**src/rtl/collatz_sweep_ctrl.sv**
```systemverilog
// Sweeps the Collatz step-counter core over an inclusive seed range,
// launching one seed at a time and keeping the largest step count and its seed.
module collatz_sweep_ctrl #(
    parameter int unsigned NW          = 8,
    parameter int unsigned CW          = 8,
    parameter int unsigned ACK_TIMEOUT = 15
) (
    input  logic          i_clk,
    input  logic          i_rst,
    input  logic          i_go,
    input  logic [NW-1:0] i_n_first,
    input  logic [NW-1:0] i_n_last,
    output logic          o_core_start,
    output logic [NW-1:0] o_core_n,
    input  logic          i_core_busy,
    input  logic [CW-1:0] i_core_count,
    output logic          o_busy,
    output logic          o_done,
    output logic          o_error,
    output logic [NW-1:0] o_cur_n,
    output logic [CW-1:0] o_max_count,
    output logic [NW-1:0] o_max_n
);

    localparam int unsigned TW = $clog2(ACK_TIMEOUT + 1);
    localparam logic [TW-1:0] TimerLast = TW'(ACK_TIMEOUT - 1);

    typedef enum logic [2:0] {
        StIdle,
        StLaunch,
        StWaitAck,
        StWaitDone,
        StUpdate,
        StDone
    } state_t;

    state_t        r_state, w_state_next;
    logic [NW-1:0] r_n_last, w_n_last_next;
    logic [NW-1:0] r_cur_n, w_cur_n_next;
    logic [CW-1:0] r_max_count, w_max_count_next;
    logic [NW-1:0] r_max_n, w_max_n_next;
    logic [CW-1:0] r_count, w_count_next;
    logic          r_error, w_error_next;
    logic [TW-1:0] r_timer, w_timer_next;

    always_ff @(posedge i_clk) begin
        if (i_rst) begin
            r_state     <= StIdle;
            r_n_last    <= '0;
            r_cur_n     <= '0;
            r_max_count <= '0;
            r_max_n     <= '0;
            r_count     <= '0;
            r_error     <= 1'b0;
            r_timer     <= '0;
        end else begin
            r_state     <= w_state_next;
            r_n_last    <= w_n_last_next;
            r_cur_n     <= w_cur_n_next;
            r_max_count <= w_max_count_next;
            r_max_n     <= w_max_n_next;
            r_count     <= w_count_next;
            r_error     <= w_error_next;
            r_timer     <= w_timer_next;
        end
    end

    always_comb begin
        w_state_next     = r_state;
        w_n_last_next    = r_n_last;
        w_cur_n_next     = r_cur_n;
        w_max_count_next = r_max_count;
        w_max_n_next     = r_max_n;
        w_count_next     = r_count;
        w_error_next     = r_error;
        w_timer_next     = r_timer;
        unique case (r_state)
            StIdle, StDone: begin
                if (i_go) begin
                    w_n_last_next    = i_n_last;
                    w_cur_n_next     = i_n_first;
                    w_max_count_next = '0;
                    w_max_n_next     = '0;
                    w_error_next     = 1'b0;
                    if (i_n_first == '0 || i_n_first > i_n_last) begin
                        w_error_next = 1'b1;
                        w_state_next = StDone;
                    end else begin
                        w_state_next = StLaunch;
                    end
                end
            end
            StLaunch: begin
                w_timer_next = '0;
                w_state_next = StWaitAck;
            end
            StWaitAck: begin
                if (i_core_busy) begin
                    w_state_next = StWaitDone;
                end else if (r_timer == TimerLast) begin
                    w_error_next = 1'b1;
                    w_state_next = StDone;
                end else begin
                    w_timer_next = r_timer + 1'b1;
                end
            end
            StWaitDone: begin
                if (!i_core_busy) begin
                    w_count_next = i_core_count;
                    w_state_next = StUpdate;
                end
            end
            StUpdate: begin
                // Strict compare keeps the lower seed on ties.
                if (r_count > r_max_count) begin
                    w_max_count_next = r_count;
                    w_max_n_next     = r_cur_n;
                end
                // Test before incrementing so a last seed of all-ones never wraps.
                if (r_cur_n == r_n_last) begin
                    w_state_next = StDone;
                end else begin
                    w_cur_n_next = r_cur_n + 1'b1;
                    w_state_next = StLaunch;
                end
            end
            default: w_state_next = StIdle;
        endcase
    end

    assign o_core_start = (r_state == StLaunch);
    assign o_core_n     = r_cur_n;
    assign o_busy       = (r_state == StLaunch) || (r_state == StWaitAck) ||
                          (r_state == StWaitDone) || (r_state == StUpdate);
    assign o_done       = (r_state == StDone);
    assign o_error      = r_error;
    assign o_cur_n      = r_cur_n;
    assign o_max_count  = r_max_count;
    assign o_max_n      = r_max_n;

endmodule

```
**config.mk**
```make
export PLATFORM = sky130hd
export DESIGN_NAME = collatz_sweep_ctrl
export DESIGN_NICKNAME = d
export VERILOG_FILES = /design/src/rtl/collatz_sweep_ctrl.sv
export SDC_FILE = /design/constraint.sdc
export NUM_CORES = 1
export LEC_CHECK = 0
export BUFFER_PORTS_ARGS = -buffer_cell sky130_fd_sc_hd__buf_2
export CORE_UTILIZATION = 54
export CTS_CLUSTER_SIZE = 12
export DETAILED_ROUTE_END_ITERATION = 8
export GPL_ROUTABILITY_DRIVEN = 0
export PLACE_DENSITY = 0.89
export SLEW_MARGIN = 20
export SYNTH_ARGS = -nofsm -noshare
export SYNTH_HDL_FRONTEND = slang
export SYNTH_SLANG_ARGS = --single-unit
export TNS_END_PERCENT = 20
```
**constraint.sdc**
```tcl
create_clock -name i_clk -period 2.6 [get_ports i_clk]
set_clock_uncertainty 0.15 [all_clocks]
set_input_delay 0.39 -clock i_clk [delete_from_list [all_inputs] [get_ports i_clk]]
set_output_delay 0.39 -clock i_clk [all_outputs]
set_load 0.05 [all_outputs]
```
Yosys cells after proc, flatten, opt, wreduce, memory -nomap -nowiden
Cells that the tools add are included.

word-level totals
  input bits = 28
  register bits after elaboration = 48
  output and inout port bits = 36
  logic and storage cells = 68

operators by class
  bitwise operators = 1
  eq/ne operators = 15
  reduce and logical (&&, ||, !) cells = 17
  magnitude comparators = 2
  add/sub/neg operators = 2
  mux-type cells = 23

operators with widths
  kind                                            count
  case mux 8 bit (2 select lines)                 3
  two-way mux 8 bit                               5
  two-way mux 3 bit                               6
  greater-than comparator 8 bit                   2
  case mux 3 bit (5 select lines)                 1
  != test 2 bit (second input constant)           7
  AND reduction 3 bit                             4
  adder 8 x 1 -> 8 bit (second input constant)    1
  == test 8 bit                                   1
  zero test 8 bit                                 1
  two-way mux 4 bit                               2
  case mux 4 bit (2 select lines)                 1
  == test 3 x 2 -> 1 bit (second input constant)  2
  == test 3 bit (second input constant)           2
  nonzero test 2 bit                              3
  adder 4 x 1 -> 4 bit (second input constant)    1
  == test 4 bit (second input constant)           1
  logical OR 1 bit                                4
  two-way mux 1 bit                               4
  AND reduction 2 bit                             2
  AND reduction 4 bit                             1
  == test 3 x 1 -> 1 bit (second input constant)  1
  zero test 3 bit                                 1
  != test 3 bit (second input constant)           1
  other kinds (3)                                 3

Depth between registers and ports, before layout
  word-level depth = 5
  gate-level depth with buffers = 9
  mapped depth without buffers = 8

Worst setup path before layout
Ideal clock, no wire load.

  path kind = register to register
  start point = register r_max_count[7] (netlist: o_max_count[7])
  end point = register r_max_n[6] (netlist: o_max_n[6])
  setup time = 0.085 ns
  arrival time = 2.247 ns
  required time = 2.365 ns
  setup slack = 0.118 ns
  cell stages (with the launch flop) = 9
  path buffers = 1
  clock period less this slack = 2.482 ns
  cells stage by stage = dfxtp_1 -> inv_1 -> ha_1 -> nand2_1 -> o311a_1 -> o31ai_1 -> buf_2 -> nand3b_1 -> o31ai_2

between the ends
  word-level cells in the longest chain between the ends = 3

ends and longest elaborated chain
  element                               line  text
  start, declared                       40    logic [CW-1:0] r_max_count, w_max_count_next;
  start signal, assigned                60    r_max_count <= w_max_count_next;
  greater-than comparator 8 bit         115   if (r_count > r_max_count) begin
  != test 2 bit (no source line)        n/a
  AND reduction 3 bit (no source line)  n/a
  end signal, assigned                  61    r_max_n <= w_max_n_next;
  end, declared                         41    logic [NW-1:0] r_max_n, w_max_n_next;

No other way between the ends.
A chain may end at the register's enable or synchronous reset.

Final worst setup path
  start point = register r_max_count[7] (netlist: o_max_count[7])
  end point = register r_max_count[7] (netlist: o_max_count[7])

between the ends
  word-level cells in the longest chain between the ends = 3

ends and longest elaborated chain
  element                               line
  greater-than comparator 8 bit         115
  != test 2 bit (no source line)        n/a
  AND reduction 3 bit (no source line)  n/a

No other way between the ends.

==> results.md <==
- Outcome: finished clean
- Final core utilization: between 60% and 70%
- Met3 Usage GRT: 6.23%
- Slew at the pin with the worst max-slew slack: roughly 0.7 ns
- Synth top cells by count: dfxtp_1 (48), nor2_1 (37), nand2_1 (30), a21oi_1 (23), ha_1 (19)
- Synth top area cells: dfxtp_1 (34%), ha_1 (8.4%), mux2i_1 (6.4%)
- Vias in the first global route: 2,499
- Final Max Tran Viols: 0
- Total of max-cap violations: 0
- Maximum clock rate: between 400 and 500 MHz
- Starting DRC count in detailed routing: between 200 and 250
- Average size of a mapped cell: between 8 and 9 sq um
- Crit-path max FO: 16
- Flop pwr share: 37.8%
- Internal power: between 1000 and 1500 uW
- Final Hold Viols: 0
- Core area: between 0.004 and 0.005 sq mm
- Worst Setup Path Type: register to register
- Share of the synthesized area in the top cell type: between 30% and 40%
- Crit path capture type: register
- Global-route wire length before repair: 11.3 mm
- All-Layer GR Usage: approximately a quarter
- Relative slew slack: between 50% and 60%
- Pwr Total: about 2300 uW
- Top Ports: 64
- Final min period: between 2 and 2.5 ns
- Clock Path Buffers: 2
- Pwr dens: 707 mW/mm^2
- Diode count: 0
- EDFF count, synth: 0
- Synthesized flop and latch total: 48
- Crit share post-route: 92.0%
- Final Setup Violations: 0
- Library cells used by synthesis: between 40 and 50
- Post-Synthesis Cell Area: 0.00282 sq mm
- Max H-tree Level: 2
- Peak VDD IR: 0.394 mV
- Post-Syn Instances: 340
- Row count: 25
- PnR worst setup slack: 0.209 ns
- CTS tree: yes
- Clk_lat worst skew: approximately 0.31 ns
- CP Data Required Time: 2.69 ns
- Initial antenna violation count: 0
- Fraction of layout cells with a size suffix above 1: 23.8%
- Drt drc: 0
- Setup Fix Bufs, Post-CTS: 0
- Chip width: about 74 um
- CTS Root Cell: clkbuf_8
- Mapped Nets: 387
- Met2 Use GR: between 40% and 50%
- Clock group share of total power: 20.6%
- Setup TNS: 0 ns
- Net count, final: between 400 and 500
- PortBufs: 63
- Switch share: 43.2%
- CTS clk-pin slew, worst paths: roughly 0.090 ns
- Critical path startpoint category: register
- Starting Density: roughly 58%
- RSZ-0062 raised after global routing: false
- Area post-placement: roughly 0.0032 sq mm
- CTS Buf Count: 5
- Leak: roughly 0.0014 uW
- Met1 Usage GRT: around a third
- CP arrival: between 2 and 2.5 ns
- Logic gate share of total power: 41.6%
- CTS sink cnt: 48
- Yosys warnings: 0
- GR peak layer: met2
- Most frequent cell after synthesis: dfxtp_1
- Drt wl/cell: between 15 and 20 um
- Vias per cell: ~5.9
- DP HPWL: a little under 5 mm
- Grt ovf: 0
- Hold_buf cts: 0
- Worst hold-check path type: input pin to register
- Area Growth Syn to Fin: 17.4%
- FFs w/ async S/R, synth: 0%
- Via count: between 2,000 and 3,000
- Final instance area: roughly 0.0033 sq mm
- Drt first pass iters: 7
- Synth area leader: dfxtp_1
- WL final: slightly above 7 mm
- Sequential-to-total area share from yosys stat: 34.1%
- DRT antenna net count: 0
- Largest net degree at the start of global routing: 26
- DIE AREA: between 0.005 and 0.006 sq mm
- Predominant post-synthesis flop cell: dfxtp_1
- Die Y-Extent: 74.3 um
- Setup WS pre-CTS: a little over 0.006 ns
- Net Sw Power: approximately 1000 uW
==> per-stage QoR <==
step           hold WS, ns  std cells
2_1_floorplan        0.298        340
3_3_place_gp         0.303        458
3_5_place_dp         0.311        458
4_1_cts              0.160        467
5_1_grt              0.154        467
6_report             0.164        467
==> placed cells by master, fill, tap and decap left out, drive strengths merged, types with 3 or more instances in the layout <==
master | Yosys | routed
nor2 | 38 | 38
mux2i | 18 | 18
o31ai | 5 | 6
inv | 19 | 19
ha | 19 | 19
a21o | 3 | 3
nand3 | 7 | 7
a21oi | 23 | 23
buf | 16 | 76
o32ai | 3 | 3
nand3b | 18 | 18
xnor2 | 9 | 9
nor2b | 4 | 4
nand2b | 5 | 5
nor3 | 13 | 13
a2111oi | 4 | 4
nand2 | 30 | 30
dfxtp | 48 | 48
xor2 | 3 | 3
nand4 | 5 | 5
o21ai | 21 | 21
clkbuf | 9 | 7
==> power groups by stage <==
stage	sequential, uW	clock, uW	combinational (uW)
after detailed placement	896	0	931
after floorplan	975	0	659
final	883	483	973
after global placement	894	0	914
after global routing	892	514	1040
after CTS	881	487	962
==> path summary, 6_finish.rpt <==
| path | cells after the start | start | slack (ns) | endpoint |
|---|---|---|---|---|
| min | 3 | i_core_count[5] | 0.16 | r_count[5] |
| min reg2reg | 2 | o_error | 0.32 | o_error |
| max | 7 | o_max_count[7] | 0.21 | o_max_count[7] |
| max reg2reg | 7 | o_max_count[7] | 0.21 | o_max_count[7] |
==> final cells by class <==
class | instances | area, sq um
tap | 67 | 83.8
multi-input combinational | 249 | 1690
timing repair buffer | 76 | 413
clock buffer | 7 | 86.3
clock inverter | 1 | 7.51
fill | 413 | 1570
inverter | 19 | 71.3
sequential | 48 | 961
==> registers in the layout, indices dropped and copies added, names as in the netlist <==
signal,flops
o_core_n,8
o_max_count,8
o_max_n,8
r_count,8
r_n_last,8
r_timer,4
r_state,3
o_error,1
==> repair_timing <==
action | 4_1_cts | 5_1_grt
gates resized for setup | 1 | 1
pin swaps | 1 | 0
gates cloned | 1 | 0
setup endpoints to repair | 5 | 5
==> metal layers <==
layer | routed length [um] | share of wire [%] | vias to the layer above
met5 | 0 | 0 | -
met4 | 146 | 2.1 | 0
met3 | 572 | 8.1 | 23
met2 | 3340 | 47 | 128
met1 | 3010 | 43 | 1281
li1 | - | - | 1309
==> worst max-delay path, stage by stage (launching register included) <==
cell and delay [ns]:
dfxtp_1 0.37, inv_1 0.05, ha_1 0.30, nand2_1 0.09, o311a_1 0.44, o31ai_4 0.65
nand3b_1 0.17, o21ai_0 0.11
==> cells by family after synthesis <==
logic type                 synth area share (%)
DFF                                        34.1
and+or+nand+nor                            23.0
buffers and inverters                      7.46
muxes                                      6.39
AOI/OAI and AO/OA                          16.9
xor gates and xnor gates                   3.73
adders and majority gates                  8.43
Power figures use the tool's default switching activity.
